<file path="src/rtl/msu_pkg.sv">
// Shared definitions for the MSU-1 data-port prefetcher.
//   MSU_DATA_DEPTH : default ring buffer size in bytes
//   MSU_DATA_BURST : default bytes per HPS burst request
//   msu_state_e    : burst controller states
package msu_pkg;

  localparam int MSU_DATA_DEPTH = 16;
  localparam int MSU_DATA_BURST = 8;

  // DREQ / DFILL mirror REQ / FILL for a burst made stale by a seek: the
  // HPS still answers it, so its bytes are counted off and thrown away.
  typedef enum logic [2:0] {
    ST_IDLE  = 3'd0,
    ST_REQ   = 3'd1,
    ST_FILL  = 3'd2,
    ST_DREQ  = 3'd3,
    ST_DFILL = 3'd4
  } msu_state_e;

endpackage

</file>
<file path="src/rtl/msu_byte_fifo.sv">
// Byte ring buffer with head/tail pointers and an explicit fill level.
//   clk, rst  : clock, synchronous active-high reset
//   flush     : empty the buffer (dominates write and read)
//   wr_en     : push wr_data at the tail; dropped when full
//   rd_en     : advance the head; ignored when empty
//   dout      : head byte, 0 when empty
//   level     : bytes currently held (0..DEPTH)
module msu_byte_fifo #(
  parameter int DEPTH = 16
) (
  input  logic                     clk,
  input  logic                     rst,
  input  logic                     flush,
  input  logic                     wr_en,
  input  logic [7:0]               wr_data,
  input  logic                     rd_en,
  output logic [7:0]               dout,
  output logic [$clog2(DEPTH):0]   level
);

  localparam int PW = $clog2(DEPTH);
  localparam int LW = PW + 1;

  logic [7:0]    mem_q [DEPTH];
  logic [PW-1:0] head_q, head_d;
  logic [PW-1:0] tail_q, tail_d;
  logic [LW-1:0] level_q, level_d;
  logic          do_wr, do_rd;

  always_comb begin
    do_wr   = wr_en && (level_q != LW'(DEPTH));
    do_rd   = rd_en && (level_q != '0);
    head_d  = head_q;
    tail_d  = tail_q;
    level_d = level_q;
    if (flush) begin
      head_d  = '0;
      tail_d  = '0;
      level_d = '0;
    end else begin
      if (do_wr) tail_d = tail_q + 1'b1;
      if (do_rd) head_d = head_q + 1'b1;
      // Simultaneous push and pop leave the level unchanged.
      case ({do_wr, do_rd})
        2'b10:   level_d = level_q + 1'b1;
        2'b01:   level_d = level_q - 1'b1;
        default: level_d = level_q;
      endcase
    end
  end

  always_ff @(posedge clk) begin
    if (rst) begin
      head_q  <= '0;
      tail_q  <= '0;
      level_q <= '0;
    end else begin
      head_q  <= head_d;
      tail_q  <= tail_d;
      level_q <= level_d;
    end
  end

  // Storage carries no reset; the level gates what is visible.
  always_ff @(posedge clk) begin
    if (!flush && do_wr) mem_q[tail_q] <= wr_data;
  end

  assign dout  = (level_q == '0) ? 8'h00 : mem_q[head_q];
  assign level = level_q;

endmodule

</file>
<file path="src/rtl/msu_data_prefetch.sv">
// MSU-1 data port ($2001) prefetcher: keeps a byte ring buffer topped up
// from the HPS in fixed-size bursts and serves the head byte.
//   CLK, RESET         : clock, synchronous active-high reset
//   SEEK, SEEK_ADDR    : restart the stream at a byte address
//   RD_ADV             : consume the head byte
//   DOUT, LEVEL        : head byte (0 when empty), bytes buffered
//   DATA_BUSY          : status bit 7, set by seek until a burst is buffered
//   UNDERRUN           : pulse when RD_ADV finds the buffer empty
//   HPS_REQ/ADDR/ACK   : burst request channel
//   HPS_WE/DIN         : byte delivery channel
//   DBG_STATE          : controller state for observation
//
// Request handshake: HPS_REQ rises with HPS_ADDR stable and stays high,
// never withdrawn, until the HPS returns a one-cycle HPS_ACK; REQ drops
// the following cycle. After the ack exactly BURST bytes arrive, each
// marked by a one-cycle HPS_WE. Only one burst is outstanding at a time.
module msu_data_prefetch
  import msu_pkg::*;
#(
  parameter int DEPTH = MSU_DATA_DEPTH,
  parameter int BURST = MSU_DATA_BURST
) (
  input  logic                     CLK,
  input  logic                     RESET,
  input  logic                     SEEK,
  input  logic [31:0]              SEEK_ADDR,
  input  logic                     RD_ADV,
  output logic [7:0]               DOUT,
  output logic                     DATA_BUSY,
  output logic                     UNDERRUN,
  output logic [$clog2(DEPTH):0]   LEVEL,
  output logic                     HPS_REQ,
  output logic [31:0]              HPS_ADDR,
  input  logic                     HPS_ACK,
  input  logic                     HPS_WE,
  input  logic [7:0]               HPS_DIN,
  output msu_state_e               DBG_STATE
);

  localparam int LW = $clog2(DEPTH) + 1;
  localparam int CW = $clog2(BURST) + 1;

  msu_state_e    state_q, state_d;
  logic          fetch_en_q, fetch_en_d;
  logic [31:0]   fetch_addr_q, fetch_addr_d;
  logic [31:0]   hps_addr_q, hps_addr_d;
  logic [CW-1:0] cnt_q, cnt_d;
  logic          busy_q, busy_d;
  logic          underrun_q, underrun_d;

  logic [LW-1:0] level;
  logic          fifo_wr, fifo_rd;
  logic          in_fill, in_req, last_byte, room;

  assign in_req    = (state_q == ST_REQ)  || (state_q == ST_DREQ);
  assign in_fill   = (state_q == ST_FILL) || (state_q == ST_DFILL);
  assign last_byte = HPS_WE && (cnt_q == CW'(1));
  assign room      = level <= LW'(DEPTH - BURST);
  // A seek flushes the buffer, so a byte or read in the same cycle is void.
  assign fifo_wr   = (state_q == ST_FILL) && HPS_WE && !SEEK;
  assign fifo_rd   = RD_ADV && !SEEK;

  msu_byte_fifo #(.DEPTH(DEPTH)) u_fifo (
    .clk     (CLK),
    .rst     (RESET),
    .flush   (SEEK),
    .wr_en   (fifo_wr),
    .wr_data (HPS_DIN),
    .rd_en   (fifo_rd),
    .dout    (DOUT),
    .level   (level)
  );

  always_ff @(posedge CLK) begin
    if (RESET) begin
      state_q      <= ST_IDLE;
      fetch_en_q   <= 1'b0;
      fetch_addr_q <= '0;
      hps_addr_q   <= '0;
      cnt_q        <= '0;
      busy_q       <= 1'b0;
      underrun_q   <= 1'b0;
    end else begin
      state_q      <= state_d;
      fetch_en_q   <= fetch_en_d;
      fetch_addr_q <= fetch_addr_d;
      hps_addr_q   <= hps_addr_d;
      cnt_q        <= cnt_d;
      busy_q       <= busy_d;
      underrun_q   <= underrun_d;
    end
  end

  always_comb begin
    state_d = state_q;
    case (state_q)
      // The seek cycle itself never launches a request: the flush has not
      // landed yet and the fetch address is being replaced.
      ST_IDLE:  if (fetch_en_q && room && !SEEK) state_d = ST_REQ;
      ST_REQ: begin
        if (HPS_ACK)   state_d = SEEK ? ST_DFILL : ST_FILL;
        else if (SEEK) state_d = ST_DREQ;
      end
      ST_FILL: begin
        if (last_byte) state_d = ST_IDLE;
        else if (SEEK) state_d = ST_DFILL;
      end
      ST_DREQ:  if (HPS_ACK)   state_d = ST_DFILL;
      ST_DFILL: if (last_byte) state_d = ST_IDLE;
      default:  state_d = ST_IDLE;
    endcase
  end

  always_comb begin
    fetch_en_d   = fetch_en_q | SEEK;
    fetch_addr_d = fetch_addr_q;
    hps_addr_d   = hps_addr_q;
    cnt_d        = cnt_q;
    if (SEEK)
      fetch_addr_d = SEEK_ADDR;
    else if ((state_q == ST_REQ) && HPS_ACK)
      fetch_addr_d = fetch_addr_q + 32'(BURST);
    // Latch the address on entry to REQ so it stays put if a seek
    // later turns the pending request stale.
    if ((state_q == ST_IDLE) && (state_d == ST_REQ))
      hps_addr_d = fetch_addr_q;
    // Every delivered byte counts down, even one dropped by a seek, so the
    // burst is tracked to its end.
    if (in_req && HPS_ACK)
      cnt_d = CW'(BURST);
    else if (in_fill && HPS_WE && (cnt_q != '0))
      cnt_d = cnt_q - 1'b1;
    busy_d     = SEEK ? 1'b1 : ((level >= LW'(BURST)) ? 1'b0 : busy_q);
    underrun_d = RD_ADV && !SEEK && (level == '0);
  end

  // Busy is masked combinationally so it falls in the same cycle LEVEL
  // first shows a full burst.
  always_comb begin
    HPS_REQ   = in_req;
    HPS_ADDR  = hps_addr_q;
    DATA_BUSY = busy_q && (level < LW'(BURST));
    UNDERRUN  = underrun_q;
    LEVEL     = level;
    DBG_STATE = state_q;
  end

endmodule

</file>
<file path="config.mk">
export PLATFORM = sky130hd
export DESIGN_NAME = msu_data_prefetch
export DESIGN_NICKNAME = d
export VERILOG_FILES = /design/src/rtl/msu_pkg.sv /design/src/rtl/msu_byte_fifo.sv /design/src/rtl/msu_data_prefetch.sv
export SDC_FILE = /design/constraint.sdc
export NUM_CORES = 1
export LEC_CHECK = 0
export ABC_AREA = 1
export BUFFER_PORTS_ARGS = -buffer_cell sky130_fd_sc_hd__buf_2
export CORE_AREA = 2 2 170 172
export CTS_CLUSTER_DIAMETER = 120
export DETAILED_ROUTE_END_ITERATION = 6
export DIE_AREA = 0 0 172 174
export SYNTH_ARGS = -nofsm -noshare
export SYNTH_HDL_FRONTEND = slang
export SYNTH_SLANG_ARGS = --single-unit
</file>
<file path="constraint.sdc">
create_clock -name CLK -period 4.9 [get_ports CLK]
set_clock_uncertainty 0.15 [all_clocks]
set_input_delay 0.98 -clock CLK [delete_from_list [all_inputs] [get_ports CLK]]
set_output_delay 0.98 -clock CLK [all_outputs]
set_load 0.01 [all_outputs]
</file>
==> results of run 1 <==
## power by group
group | switching, mW | total [mW] | internal [mW] | leakage, nW
clock network | 0.736 | 1.83 | 1.09 | 0.390
logic | 0.146 | 0.219 | 0.0732 | 1.93
registers | 0.0344 | 2.02 | 1.98 | 1.90
## final cells by class
cell class | instances | area share [%]
clock buffers | 35 | 6.134
clock inverters | 10 | 0.9412
inverters | 68 | 2.370
multi-input cells | 748 | 31.64
flip-flops and latches | 219 | 50.15
well taps | 384 | 4.252
repair buffers | 100 | 4.518
## tightest hold or removal path: cells and delay by family, from the launching register on
kind | cells | cell delay [ns]
flops | 1 | 0.32
simple gates | 2 | 0.13
## metal layers
| layer | track usage, % | wire length (um) | share of wire [%] |
|---|---|---|---|
| met5 | 0 | 0 | 0 |
| met4 | 3.676 | 541 | 2.2 |
| met3 | 2.641 | 1592 | 6.4 |
| met2 | 27.24 | 11650 | 47 |
| met1 | 22.86 | 11180 | 45 |
## how the worst max path moves through the flow
stage	cells past startpoint	start	slack, ns	endpoint
3_5_place_dp	13	SEEK	1.20	u_fifo.level[4]
6_report	6	flop	1.06	DOUT[7]
2_1_floorplan	13	SEEK	1.96	u_fifo.level[4]
5_1_grt	6	flop	0.88	DOUT[3]
3_3_place_gp	13	SEEK	1.22	u_fifo.level[4]
4_1_cts	6	flop	1.05	DOUT[7]
## stage by stage
stage	power (mW)	hold slack (ns)	instances
after floorplan	2.185	0.2966	1082
after global placement	2.276	0.3155	1519
after detailed placement	2.278	0.3239	1519
after CTS	4.100	0.3365	1564
after global routing	4.209	0.3586	1564
final	4.065	0.3341	1564
## flip-flops by register name, indices dropped and copies added, names as in the netlist, 3 cells and up, named ones only
register / flops
u_fifo.level: 5
u_fifo.head_q: 4
u_fifo.mem_q: 128
HPS_ADDR: 32
cnt_q: 4
DBG_STATE: 3
fetch_addr_q: 32
u_fifo.tail_q: 4
## cells by family (layout without fill, tap and decap cells)
group / after synthesis / count (layout) / synth area share (%)
AOI/OAI and AO/OA: 235 / 235 / 13.58
xor gates and xnor gates: 6 / 6 / 0.5387
adders and majority gates: 13 / 13 / 1.744
buffers and inverters: 115 / 213 / 5.272
DFF: 219 / 219 / 58.08
and+or+nand+nor: 494 / 494 / 20.78
## cell usage in the layout, fill, tap and decap left out, types with 2 or more instances in the layout
cell       instances
clkbuf_8           3
nor3_1             7
a211oi_1           3
inv_2              5
o21ai_1           13
inv_1             60
bufinv_16          2
clkbuf_1           7
o221ai_1          11
nand2_2            3
nand3_1           65
ha_1              12
nand2_4            3
dfxtp_1           90
o21ai_0           88
a21oi_1           85
a21oi_2           10
clkinv_1           6
buf_4              4
a31oi_1            2
clkbuf_16         25
inv_6              2
nor2_2             3
nor4_1             2
nor2_1           191
nand4_1            5
o31ai_1            9
edfxtp_1         128
o211ai_1          10
nand2_1          210
buf_2             96
xor2_1             5
==> results.cfg, run 1 <==
[worst_setup_path]
critPathBufInv = 2
cpPeakStageDelay_ns = 0.74
crit_type = flop to primary output
r2r_cells = 12
rrSetupSlack_ns = 1.98
cp_cell_sequence = inv_1 > o21ai_0 > o221ai_1 > nand3_1 > a21oi_1 > buf_2
crit_required_ns = 3.77
reg2reg_to = u_fifo.level[4]
worst-path-max-fanout = 32
path_delay_family = buffers and inverters
start_kind = flop
r2r_start = u_fifo.level[0]
worst_setup_path_end_kind = primary output
crit_slowest_cell = inv_1
worstPathArrival_ns = 2.71

[clocking]
numCtsBuffers = 25
max-clock-path-buffers = 3
cts-root-buf = clkbuf_16
cts_resized = 0
cts_tree = yes
cts.sinks = 219
post_cts_buffers = 0
htreeDepth = 1
cts_hold_buf = 0
clk_latency_ns = 0.53
clk_pin_slew_ns = 0.06

[hold_path]
hp-class = flop to flop
hold_path_depth = 2
hold_start = HPS_ADDR[0]
worstHoldEndpoint = HPS_ADDR[0]

[logic_synthesis]
synth.top_cells.by_count = nand2_1, nor2_1, edfxtp_1
synth_top_flop_cell = edfxtp_1
netlist_area_mm2 = 0.009754
ys_types = 42
netlist_instances = 1082
yosysMostFrequentCell = nand2_1
synth-seq-cells = 219
synth_top_cell_area_share_pct = 39.40
synth.area.top_cells = edfxtp_1, dfxtp_1, nand2_1
synth_edf_count = 128
synth_warnings = 0
synth-async-reset-ratio_pct = 0
synth_area_per_cell_um2 = 9.015
synth_largest_area_cell = edfxtp_1
ys_seq_area_share_pct = 58.08
synthesis.nets = 1141

[sta]
maxSlewViolCount = 0
setup_ws_ns = 1.058
hold_violations = 0
setup_viol_count_final = 0
rsz0062_at_grt = no
slew_headroom_pct = 28.38
tightest_slew_ns = 1.073
fin_crit_sh_pct = 78.42
fin_setup_tns_ns = 0
timing.final.crit_period_ns = 3.842
max_freq_ghz = 0.2603

[status]
status = complete, no violations

[grt]
grt_pass1_vias = 7202
antenna_found_initial = 0
grt_max_degree = 65
grt_util_all_layers_pct = 16.52
grt_first_pass_wirelength_um = 39190
grt_overflow = 0

[final_layout]
finish.utilization_pct = 40.02
drive_gt1_share_pct = 13.90
multiInputGateArea_mm2 = 0.003575
final_nets = 1221
regArea_mm2 = 0.005667
area_growth_pct = 15.84
fillCellCount = 2879
finalInstanceArea_mm2 = 0.01130
diodes = 0

[floorplan]
dieArea_mm2 = 0.02993
die_h_um = 174
pin_count = 97
rows = 62
start_util_pct = 34.54
core_mm2 = 0.02824
die_w_um = 172

[routing]
first_pass_iters = 5
post-route-drc-count = 0
wl_per_cell_um = 15.96
drtAntennaViolNets = 0
wl_um = 24960
vias_per_cell = 4.948
vias = 7739
drt_iter0_drc = 633

[pwr]
vdd_ir_drop_max_mv = 0.2128
power.density_mw_per_mm2 = 359.7
power_leakage_nw = 4.220

[job]
maxCapViolCount = 0

[place]
gp_congestion = 0.8395
io_buffers = 96
place_area_mm2 = 0.01050
place_ws_ns = 1.197
dpl.hpwl_um = 16510
Note: power is estimated with default switching activity, not from simulation.
==> run 2: changes to the inputs <==
==> constraint.sdc (replaced) <==
create_clock -name CLK -period 3.65 [get_ports CLK]
set_clock_uncertainty 0.15 [all_clocks]
set_input_delay 0.73 -clock CLK [delete_from_list [all_inputs] [get_ports CLK]]
set_output_delay 0.73 -clock CLK [all_outputs]
set_load 0.01 [all_outputs]
==> run 2 against run 1 <==
Effect of this change: largest cell class unchanged; first-iteration DRC count is 4.1% lower; final area grew 0.66%; setup slack lost 0.73 ns; highest routed layer unchanged; critical endpoint unchanged; count of clock-buffer cells in the layout grew 1.
==> results.cfg, run 2 (same netlist as run 1, synthesis figures left out) <==
[grt]
antenna_found_initial = 2
grt_overflow = 0
grt_pass1_vias = 7647
grt_util_all_layers_pct = 16.84
grt_max_degree = 55
grt_first_pass_wirelength_um = 39990

[clocking]
cts_hold_buf = 0
cts.sinks = 219
htreeDepth = 1
clk_pin_slew_ns = 0.06
cts_tree = yes
cts_resized = 0
post_cts_buffers = 0
cts-root-buf = clkbuf_16
clk_latency_ns = 0.52
max-clock-path-buffers = 3
numCtsBuffers = 25

[sta]
max_freq_ghz = 0.3009
rsz0062_at_grt = no
fin_crit_sh_pct = 91.06
maxSlewViolCount = 0
hold_violations = 0
timing.final.crit_period_ns = 3.324
slew_headroom_pct = 41.24
fin_setup_tns_ns = 0
setup_viol_count_final = 0
tightest_slew_ns = 0.8781

[final_layout]
finish.utilization_pct = 40.28
multiInputGateArea_mm2 = 0.003575
final_nets = 1233
largest_reg_flops = 128
final_common_cell = nand2_1
mostFrequentLayoutCells = nand2_1, nor2_1, edfxtp_1
drive_gt1_share_pct = 14.62
fillCellCount = 2876
regMostFlops = u_fifo.mem_q
area_growth_pct = 16.61
regArea_mm2 = 0.005667

[routing]
vias_per_cell = 4.985
drtAntennaViolNets = 0
wl_um = 25040
drt_iter0_drc = 607
post-route-drc-count = 0
wl_per_cell_um = 15.89
vias = 7856
first_pass_iters = 5

[pwr]
clkPwrFrac_pct = 43.5
combinationalPowerShare_pct = 5.7
internal-power_mw = 4.139
power.density_mw_per_mm2 = 468.9
power.switching_mw = 1.194
power_leakage_nw = 4.265
pwr-share-seq_pct = 50.8
vdd_ir_drop_max_mv = 0.2808
sw_frac_of_total_pct = 22.39

[worst_setup_path]
worst-path-max-fanout = 33
worst_setup_path_end_kind = primary output
crit_type = flop to primary output
worstPathArrival_ns = 2.44
start_kind = flop
crit_required_ns = 2.77

[place]
dpl.hpwl_um = 17070
io_buffers = 96
gp_congestion = 0.8673

[floorplan]
start_util_pct = 34.54
core_mm2 = 0.02824
dieArea_mm2 = 0.02993
pin_count = 97
rows = 62
die_h_um = 174
die_w_um = 172

[job]
maxCapViolCount = 0

[hold_path]
hp-class = primary input to flop

[status]
status = complete, no violations
## run 2: path summary, 6_finish.rpt
path | from | to | slack, ns | cells after the start
setup / recovery | flop | DOUT[7] | 0.33 | 9
hold / removal | SEEK_ADDR[1] | fetch_addr_q[1] | 0.30 | 3
setup reg to reg | u_fifo.level[0] | u_fifo.level[4] | 0.84 | 12
hold reg to reg | HPS_ADDR[0] | HPS_ADDR[0] | 0.33 | 2
## run 2: metrics by stage
step | instances | cell area [um2] | hold slack [ns] | worst slack [ns] | power, mW
after CTS | 1574 | 11370 | 0.2806 | 0.2893 | 5.392
after global routing | 1574 | 11370 | 0.3039 | 0.06876 | 5.534
after floorplan | 1082 | 9754 | 0.2966 | 0.9625 | 2.934
final | 1576 | 11370 | 0.2962 | 0.3261 | 5.333
after global placement | 1531 | 10620 | 0.3139 | 0.7744 | 3.058
after detailed placement | 1531 | 10620 | 0.3159 | 0.7463 | 3.061
## run 2: cell type report
cell class	instances	share of cell area (%)
tap	384	4.224
timing repair buffer	112	5.500
clock inverter	7	0.5940
sequential	219	49.82
antenna	2	0.04400
clock buffer	36	6.039
inverter	68	2.354
multi-input combinational	748	31.43
## run 2: power groups by stage
stage	combinational, mW	sequential [mW]	clock, mW
after global routing	0.340	2.72	2.48
after global placement	0.298	2.76	0
after floorplan	0.171	2.76	0
after CTS	0.303	2.71	2.38
final	0.302	2.71	2.32
after detailed placement	0.302	2.76	0
## run 2: metal layers
| metal | wire [um] | track usage, % | share of wire, % |
|---|---|---|---|
| met1 | 11390 | 23.30 | 45 |
| met2 | 11380 | 26.94 | 45 |
| met3 | 1516 | 3.074 | 6.1 |
| met4 | 750 | 4.867 | 3.0 |
| met5 | 0 | 0 | 0 |
## run 2: critical path, cell delays in order (launching register included)
cell and delay [ns]:
dfxtp_2 0.39, inv_2 0.43, buf_12 0.26, nand2_1 0.07
nand3_1 0.07, nand2_1 0.08, a21oi_1 0.14, o31ai_1 0.09
a21oi_1 0.21, buf_2 0.17
==> run 3: changes to the inputs <==
--- a/config.mk
+++ b/config.mk
@@ -11,6 +11,7 @@
 export CTS_CLUSTER_DIAMETER = 120
 export DETAILED_ROUTE_END_ITERATION = 6
 export DIE_AREA = 0 0 172 174
+export REMOVE_ABC_BUFFERS = 1
 export SYNTH_ARGS = -nofsm -noshare
 export SYNTH_HDL_FRONTEND = slang
 export SYNTH_SLANG_ARGS = --single-unit
==> run 3 against run 2 <==
Effect of this change: register-to-register slack gained 0.06 ns; final area grew 0.77%; routed wire length is essentially flat; critical endpoint is now DOUT[3]; largest cell class unchanged; highest routed layer unchanged.
==> results.cfg, run 3 (same netlist as run 1, synthesis figures left out) <==
[floorplan]
dieArea_mm2 = 0.02993
rows = 62
die_w_um = 172
start_util_pct = 34.54
pin_count = 97
die_h_um = 174
core_mm2 = 0.02824

[clocking]
numCtsBuffers = 25
cts.sinks = 219
max-clock-path-buffers = 3
cts_tree = yes
cts_hold_buf = 0
htreeDepth = 1
cts_resized = 0
clk_latency_ns = 0.52
post_cts_buffers = 0
clk_pin_slew_ns = 0.06
cts-root-buf = clkbuf_16

[hold_path]
hp-class = primary input to flop

[place]
dpl.hpwl_um = 16840
io_buffers = 96
gp_congestion = 0.8943
place_ws_ns = 0.6816
place_area_mm2 = 0.01066
place_inst = 1539

[sta]
setup_ws_ns = 0.2974
setup_viol_count_final = 0
tightest_slew_ns = 0.8335
maxSlewViolCount = 0
rsz0062_at_grt = no
fin_crit_sh_pct = 91.85
max_freq_ghz = 0.2983
fin_setup_tns_ns = 0
timing.final.crit_period_ns = 3.353
slew_headroom_pct = 44.23
hold_violations = 0
holdWs_ns = 0.2860

[worst_setup_path]
worst_setup_path_end_kind = primary output
path_delay_family = buffers and inverters
cp_cell_sequence = inv_1 > buf_4 > o21ai_0 > o221ai_1 > nand3_1 > a21oi_1 > buf_2
critPathBufInv = 3
worstPathArrival_ns = 2.47
crit_required_ns = 2.77
worst-path-max-fanout = 19
crit_type = flop to primary output
crit_slowest_cell = inv_1
start_kind = flop
cpPeakStageDelay_ns = 0.45

[final_layout]
final_nets = 1241
drive_gt1_share_pct = 15.50
fin_cells = 1584
finalInstanceArea_mm2 = 0.01146
largest_reg_flops = 128
diodes = 0
mostFrequentLayoutCells = nand2_1, nor2_1, edfxtp_1
finish.utilization_pct = 40.59
area_growth_pct = 17.51
regMostFlops = u_fifo.mem_q
final_common_cell = nand2_1

[grt]
grt_first_pass_wirelength_um = 39990
grt_overflow = 0
grt_pass1_vias = 7469
grt_max_degree = 55
antenna_found_initial = 0
grt_util_all_layers_pct = 16.67

[pwr]
power_leakage_nw = 4.319
vdd_ir_drop_max_mv = 0.2868
power.density_mw_per_mm2 = 476.1
power.total_mw = 5.457

[routing]
drtAntennaViolNets = 0
post-route-drc-count = 0
vias = 7872
first_pass_iters = 5
wl_um = 25040
wl_per_cell_um = 15.81
drt_iter0_drc = 532
vias_per_cell = 4.970

[job]
maxCapViolCount = 0

[status]
status = complete, no violations
## run 3: cell count changes in the layout (fill, tap and decap cells not counted), moves of 2 or more
cell	previous run	this run
clkinv_2	1	3
diode_2	2	0
clkbuf_8	2	0
buf_4	14	23
clkbuf_1	9	7
## run 3: worst min-delay path, stage by stage
cell and delay (ns):
buf_2 0.07, nor2_1 0.04, nor2_1 0.08
## run 3: layout make-up
type,count,area (um2)
Inverter,68,267.8
Sequential cell,219,5667
Multi-Input combinational cell,748,3575
Clock inverter,11,115.1
Clock buffer,34,684.4
Fill cell,2832,16770
Tap cell,384,480.5
Timing Repair Buffer,120,673.1
## run 3: per-layer routing
| metal | part of all wire, % | wire, um | global-route usage (%) |
|---|---|---|---|
| met2 | 46 | 11470 | 26.87 |
| met1 | 46 | 11470 | 23.26 |
| met5 | 0 | 0 | 0 |
| met4 | 2.2 | 549 | 4.062 |
| met3 | 6.2 | 1554 | 2.960 |
## run 3: worst paths after layout
path / slack (ns) / from / endpoint / cells past startpoint
max: 0.30 / flop / DOUT[3] / 7
min: 0.29 / SEEK_ADDR[0] / fetch_addr_q[0] / 3
max reg2reg: 0.90 / u_fifo.level[0] / u_fifo.level[4] / 12
min reg2reg: 0.32 / busy_q / busy_q / 2
## run 3: power breakdown
group	internal [mW]	switching (mW)	total, mW
Clock	1.46	0.989	2.45
Sequential	2.66	0.0456	2.71
Combinational	0.103	0.198	0.301
Total	4.22	1.23	5.46
